`src/rtl/io_pkg.sv`:
```
// -----------------------------------------------------------------------------
// io_pkg
// Shared constants for the board I/O front end: MMIO addresses of the switch
// read port, the switch count and the default debounce timing.
// No ports (package).
// -----------------------------------------------------------------------------
package io_pkg;

    // Number of slide switches on the board.
    localparam int SW_WIDTH = 16;

    // Default debounce timing (1 ms sample period at 100 MHz).
    localparam int DEF_SYNC_STAGES = 2;
    localparam int DEF_TICK_CYCLES = 100_000;
    localparam int DEF_SAMPLES     = 4;

    // MMIO addresses served by the switch read port.
    localparam logic [31:0] CONFIRM_ADDR  = 32'hFFFF_FF00;
    localparam logic [31:0] SW_ADDR_FIRST = 32'hFFFF_FFF1;
    localparam logic [31:0] SW_ADDR_LAST  = 32'hFFFF_FFF9;

    // A load from the confirmation address through the switch port.
    function automatic logic is_confirm_read(input logic        ctrl,
                                             input logic [31:0] addr,
                                             input logic [31:0] match);
        return ctrl && (addr == match);
    endfunction

endpackage

```
`src/rtl/debounce_channel.sv`:
```
// -----------------------------------------------------------------------------
// debounce_channel
// One synchronise-and-debounce lane. The raw bit passes through a plain
// SYNC_STAGES flip-flop chain; on every shared sample tick the synchronised
// bit is shifted into a SAMPLES-deep history, and the stable level follows
// only when the whole history agrees.
// Ports:
//   clk     in  system clock
//   rst     in  synchronous reset, active-high
//   tick    in  one-cycle sample strobe shared by all lanes
//   raw     in  asynchronous input bit
//   stable  out debounced level (registered, changes only on tick cycles)
// -----------------------------------------------------------------------------
module debounce_channel #(
    parameter int SYNC_STAGES = 2,
    parameter int SAMPLES     = 4
) (
    input  logic clk,
    input  logic rst,
    input  logic tick,
    input  logic raw,
    output logic stable
);

    logic [SYNC_STAGES-1:0] sync_q;
    logic [SAMPLES-1:0]     hist_q;
    logic [SAMPLES-1:0]     hist_d;
    logic                   stable_q;

    // History as it will be after this tick; the level decision uses the
    // new sample so the output moves on the same tick that completes a run.
    assign hist_d = {hist_q[SAMPLES-2:0], sync_q[SYNC_STAGES-1]};

    always_ff @(posedge clk) begin
        if (rst) begin
            sync_q   <= '0;
            hist_q   <= '0;
            stable_q <= 1'b0;
        end else begin
            sync_q <= {sync_q[SYNC_STAGES-2:0], raw};
            if (tick) begin
                hist_q <= hist_d;
                if (&hist_d) begin
                    stable_q <= 1'b1;
                end else if (~|hist_d) begin
                    stable_q <= 1'b0;
                end
            end
        end
    end

    assign stable = stable_q;

endmodule

```
`src/rtl/input_conditioner.sv`:
```
// -----------------------------------------------------------------------------
// input_conditioner
// Front end for the slide switches and the confirm button. All raw inputs are
// synchronised and debounced on a shared sample tick; each debounced press of
// the button sets a sticky confirmation flag that is cleared when the CPU
// reads CONFIRM_ADDR through the switch port.
// Ports:
//   clk           in  system clock
//   rst           in  synchronous reset, active-high
//   switchRaw     in  [SW_WIDTH] asynchronous switch pads
//   buttonRaw     in  asynchronous confirm button, 1 = pressed
//   switchCtrl    in  switch-port read strobe
//   address       in  [32] CPU load address qualifying switchCtrl
//   switchInput   out [SW_WIDTH] debounced switch levels
//   buttonLevel   out debounced button level
//   confirmation  out sticky "pressed and not yet read" flag
// -----------------------------------------------------------------------------
module input_conditioner #(
    parameter int          SW_WIDTH     = io_pkg::SW_WIDTH,
    parameter int          SYNC_STAGES  = io_pkg::DEF_SYNC_STAGES,
    parameter int          TICK_CYCLES  = io_pkg::DEF_TICK_CYCLES,
    parameter int          SAMPLES      = io_pkg::DEF_SAMPLES,
    parameter logic [31:0] CONFIRM_ADDR = io_pkg::CONFIRM_ADDR
) (
    input  logic                clk,
    input  logic                rst,
    input  logic [SW_WIDTH-1:0] switchRaw,
    input  logic                buttonRaw,
    input  logic                switchCtrl,
    input  logic [31:0]         address,
    output logic [SW_WIDTH-1:0] switchInput,
    output logic                buttonLevel,
    output logic                confirmation
);

    import io_pkg::*;

    localparam int CNT_W = (TICK_CYCLES > 1) ? $clog2(TICK_CYCLES) : 1;

    // ---------------- sample tick ----------------
    logic [CNT_W-1:0] cnt_q;
    logic             tick;

    assign tick = (cnt_q == CNT_W'(TICK_CYCLES - 1));

    always_ff @(posedge clk) begin
        if (rst) begin
            cnt_q <= '0;
        end else if (tick) begin
            cnt_q <= '0;
        end else begin
            cnt_q <= cnt_q + CNT_W'(1);
        end
    end

    // ---------------- debounce lanes ----------------
    // Lane SW_WIDTH is the button; the rest are the switches.
    logic [SW_WIDTH:0] raw_all;
    logic [SW_WIDTH:0] stable_all;

    assign raw_all = {buttonRaw, switchRaw};

    for (genvar g = 0; g <= SW_WIDTH; g++) begin : g_ch
        debounce_channel #(
            .SYNC_STAGES (SYNC_STAGES),
            .SAMPLES     (SAMPLES)
        ) u_ch (
            .clk    (clk),
            .rst    (rst),
            .tick   (tick),
            .raw    (raw_all[g]),
            .stable (stable_all[g])
        );
    end

    assign switchInput = stable_all[SW_WIDTH-1:0];
    assign buttonLevel = stable_all[SW_WIDTH];

    // ---------------- press edge + sticky flag ----------------
    logic btn_prev_q;
    logic press_evt;
    logic clear_rd;
    logic confirm_q;
    logic confirm_d;

    assign press_evt = buttonLevel & ~btn_prev_q;
    assign clear_rd  = is_confirm_read(switchCtrl, address, CONFIRM_ADDR);

    // Set beats clear so a press landing on the reading cycle survives for
    // the next read.
    always_comb begin
        confirm_d = confirm_q;
        if (press_evt) begin
            confirm_d = 1'b1;
        end else if (clear_rd) begin
            confirm_d = 1'b0;
        end
    end

    always_ff @(posedge clk) begin
        if (rst) begin
            btn_prev_q <= 1'b0;
            confirm_q  <= 1'b0;
        end else begin
            btn_prev_q <= buttonLevel;
            confirm_q  <= confirm_d;
        end
    end

    assign confirmation = confirm_q;

endmodule

```
`config.mk`:
```
export PLATFORM = sky130hd
export DESIGN_NAME = input_conditioner
export DESIGN_NICKNAME = d
export VERILOG_FILES = /design/src/rtl/io_pkg.sv /design/src/rtl/debounce_channel.sv /design/src/rtl/input_conditioner.sv
export SDC_FILE = /design/constraint.sdc
export NUM_CORES = 1
export LEC_CHECK = 0
export ABC_AREA = 1
export BUFFER_PORTS_ARGS = -buffer_cell sky130_fd_sc_hd__buf_4
export CORE_MARGIN = 2
export CORE_UTILIZATION = 60
export CTS_BUF_LIST = sky130_fd_sc_hd__clkbuf_16
export DETAILED_ROUTE_END_ITERATION = 16
export PLACE_DENSITY = 0.91
export SLEW_MARGIN = 10
export SYNTH_ARGS = -nofsm -noshare
export SYNTH_HDL_FRONTEND = slang
export SYNTH_SLANG_ARGS = --single-unit
```
`constraint.sdc`:
```
create_clock -name clk -period 3.2 [get_ports clk]
set_clock_uncertainty 0.15 [all_clocks]
set_input_delay 0.32 -clock clk [delete_from_list [all_inputs] [get_ports clk]]
set_output_delay 0.32 -clock clk [all_outputs]
set_load 0.05 [all_outputs]
```
==> results.md <==
- Synthesized Nets: 827
- Async set or reset register ratio after synthesis: 0%
- Htree depth: 4
- Clock tree buffer depth: 2
- DRT iter0 DRCs: 378
- Final setup fails: 0
- R2R Setup Slk: 0.51 ns
- Core ar.: 0.00830 mm^2
- Fill cells: 566
- Setup TNS: 0 ns
- Sink Count: 121
- DR DRC count: 0
- Arrival @ worst endpoint: 2.87 ns
- Register area: 0.00242 mm^2
- Worst-path cell chain: ha_1 > nand3_2 > nor3_4 > nand2_2 > inv_2 > nand3_1 > nand2_1
- Post-layout min period: 2.69 ns
- Antenna Nets Post-Route: 0
- Root Buffer: clkbuf_16
- Cell Area, Synth: 0.00519 mm^2
- Pre-Repair DR Iteration Count: 5
- Via/cell ratio: 5.16
- Req. time, crit path: 3.38 ns
- Fin nets: 892
- Die X: 97.0 um
- Synth Register Bits: 121
- # IOs: 70
- Mean Syn Cell Area: 6.71 um^2
- Post-synthesis sequential area ratio: 46.7%
- RSZ-0062 raised after global routing: no
- Post-synth top area cell: dfxtp_1
- Overall power: 0.00346 W
- Die area: 0.00941 mm^2
- Hold depth: 5
- P_leak: 3.02 nW
- Peak VDD IR: 0.379 mV
- Critical Path Max Stage Delay: 0.64 ns
- Row Count: 33
- Largest net degree at the start of global routing: 69
- Ys Warns: 0
- Yosys cell types: 25
- Initial antenna violation count: 0
- Power Dens Cells: 544 mW/mm^2
- Worst path slowest cell: inv_2
- Worst-margin pin slew: 0.733 ns
- Skew-Pair Late Insertion Delay: 0.41 ns
- Ys flop type: dfxtp_1
- WL per Instance: 12.6 um
- CTS buffer count: 17
- Post-synth top cells: 180 x nand2_1, 173 x nor2_1, 126 x inv_1, 121 x dfxtp_1, 43 x nand3_1
- Outcome: finished, final reports clean
- Crit path capture type: flop
- Post-synth top area share: 46.7%
- GRT Resource Usage Total: 25.9%
- GRT Residual Overflow: 0
- Placer Congestion: 0.874
- Reg2Reg Depth: 7
- Post-synth EDFFs: 0
- Vias: 4,936
- Achievable frequency: 372 MHz
- Starting Density: 62.6%
- Most numerous cell in the Yosys netlist: nand2_1
- Critical path type: flop to flop
- Multi-input combinational cell area: 0.00205 mm^2
- Worst Hold Class: primary input to flop
- Area grow syn2layout: 22.7%
- Critical path startpoint category: flop
- Synth top area cells: dfxtp_1 47%, nand2_1 13%, nor2_1 13%
- Post-detail-place hpwl: 7.15 mm
- Mapped Cells: 774
- Max Transition Viols Final: 0
- Die Ht: 97.0 um
- Slew HR: 51.2%
- Routed WL: 12.0 mm
- Worst Path Max Fanout: 34
- CTS tree: built
- # port buffers: 69
- Layout cells sized above 1: 12.8%
- Fin crit share: 84.0%
- First-pass GRT wire length: 20.1 mm
- ANT cells: 0
- Reg clk slew, reported paths: 0.05 ns
- Max_cap viols: 0
- Vias in the first global route: 4,829
- Post CTS Setup Buffer Count: 0
- Hold Fails Final Rpt: 0
-- what timing repair did --
item                                   in CTS  in global routing
endpoints found under the hold margin      17                  0
hold buffers                               17                  0
resized for setup                           0                  0
-- layer usage --
metal,vias up,part of all wire [%],GRT usage (%)
met1,2223,39,27.4
met5,-,0,0
li1,2446,-,-
met2,226,51,46.6
met3,41,7.0,7.59
met4,0,2.8,12.8
-- worst max-delay path, delay by kind of cell, from the launching register on --
family | cells | cell delay [ns]
buffers and inverters | 1 | 0.64
adder cells (fa/ha/maj) | 1 | 0.24
AND/OR/NAND/NOR | 5 | 1.20
flip-flops | 1 | 0.37
-- cells in the final DEF (no fill, tap or decap) --
master         instances
nor3_4                 1
bufinv_16              2
clkinv_2               3
buf_4                 74
xnor2_1                1
or2_2                  1
inv_2                  1
nor3_1                29
nand3_1               43
dfxtp_1              121
nand2_2                2
clkinv_4               2
o21bai_1               1
dlygate4sd3_1         17
clkbuf_16             17
nor2_2                 1
inv_1                128
clkinvlp_4             4
o21ai_0                9
a21oi_1                7
nand3_2                1
ha_1                   1
xor2_1                 5
nor2_1               172
o21ai_1                2
nand3b_1               2
clkinv_1               3
nand4_1               22
nand2_1              180
-- power by group --
part,switching [W],internal [W],leakage [nW]
logic,0.0000632,0.0000716,1.77
registers,0.0000120,0.00153,0.982
clock network,0.000657,0.00113,0.272
-- kinds of logic (layout without fill, tap and decap cells) --
logic type,Yosys count,after routing,share of synthesized area (%)
adder cells (fa/ha/maj),1,1,0.241
AND/OR/NAND/NOR,454,454,36.3
AO/OA/AOI/OAI,19,19,1.88
flip-flops,121,121,46.7
buffers and inverters,173,251,13.9
XOR/XNOR,6,6,1.01
-- path summary, 6_finish.rpt --
path                                               end                    from
worst max register to register     g_ch[3].u_ch.stable                cnt_q[0]
worst max-delay path               g_ch[3].u_ch.stable                cnt_q[0]
worst min register to register  g_ch[6].u_ch.sync_q[1]  g_ch[6].u_ch.sync_q[0]
worst min-delay path                      confirmation              address[0]
-- registers in the layout, indices dropped and copies added (netlist names) --
register / count
g_ch.u_ch.hist_q: 51
g_ch.u_ch.sync_q: 34
cnt_q: 17
g_ch.u_ch.stable: 17
btn_prev_q: 1
confirmation: 1
-- stage by stage --
| stage | utilization, % | setup slack (ns) | hold WS (ns) | cells | instance area, um^2 |
|---|---|---|---|---|---|
| global placement | 67.9 | 0.862 | 0.240 | 908 | 5640 |
| CTS | 76.8 | 0.601 | 0.0738 | 957 | 6370 |
| detailed placement | 67.9 | 0.760 | 0.242 | 908 | 5640 |
| floorplan | - | 1.36 | 0.238 | 774 | 5190 |
| global route | 76.8 | 0.265 | 0.100 | 957 | 6370 |
| finish | 76.8 | 0.512 | 0.0780 | 957 | 6370 |
-- cell type report --
| class | instances | share of cell area, % |
|---|---|---|
| clock buffers | 17 | 6.68 |
| clock inverters | 15 | 2.16 |
| repair buffers | 91 | 11.4 |
| flip-flops and latches | 121 | 38.0 |
| inverters | 128 | 7.54 |
| multi-input cells | 480 | 32.1 |
| well taps | 105 | 2.06 |
(Power assumes the default switching activity.)
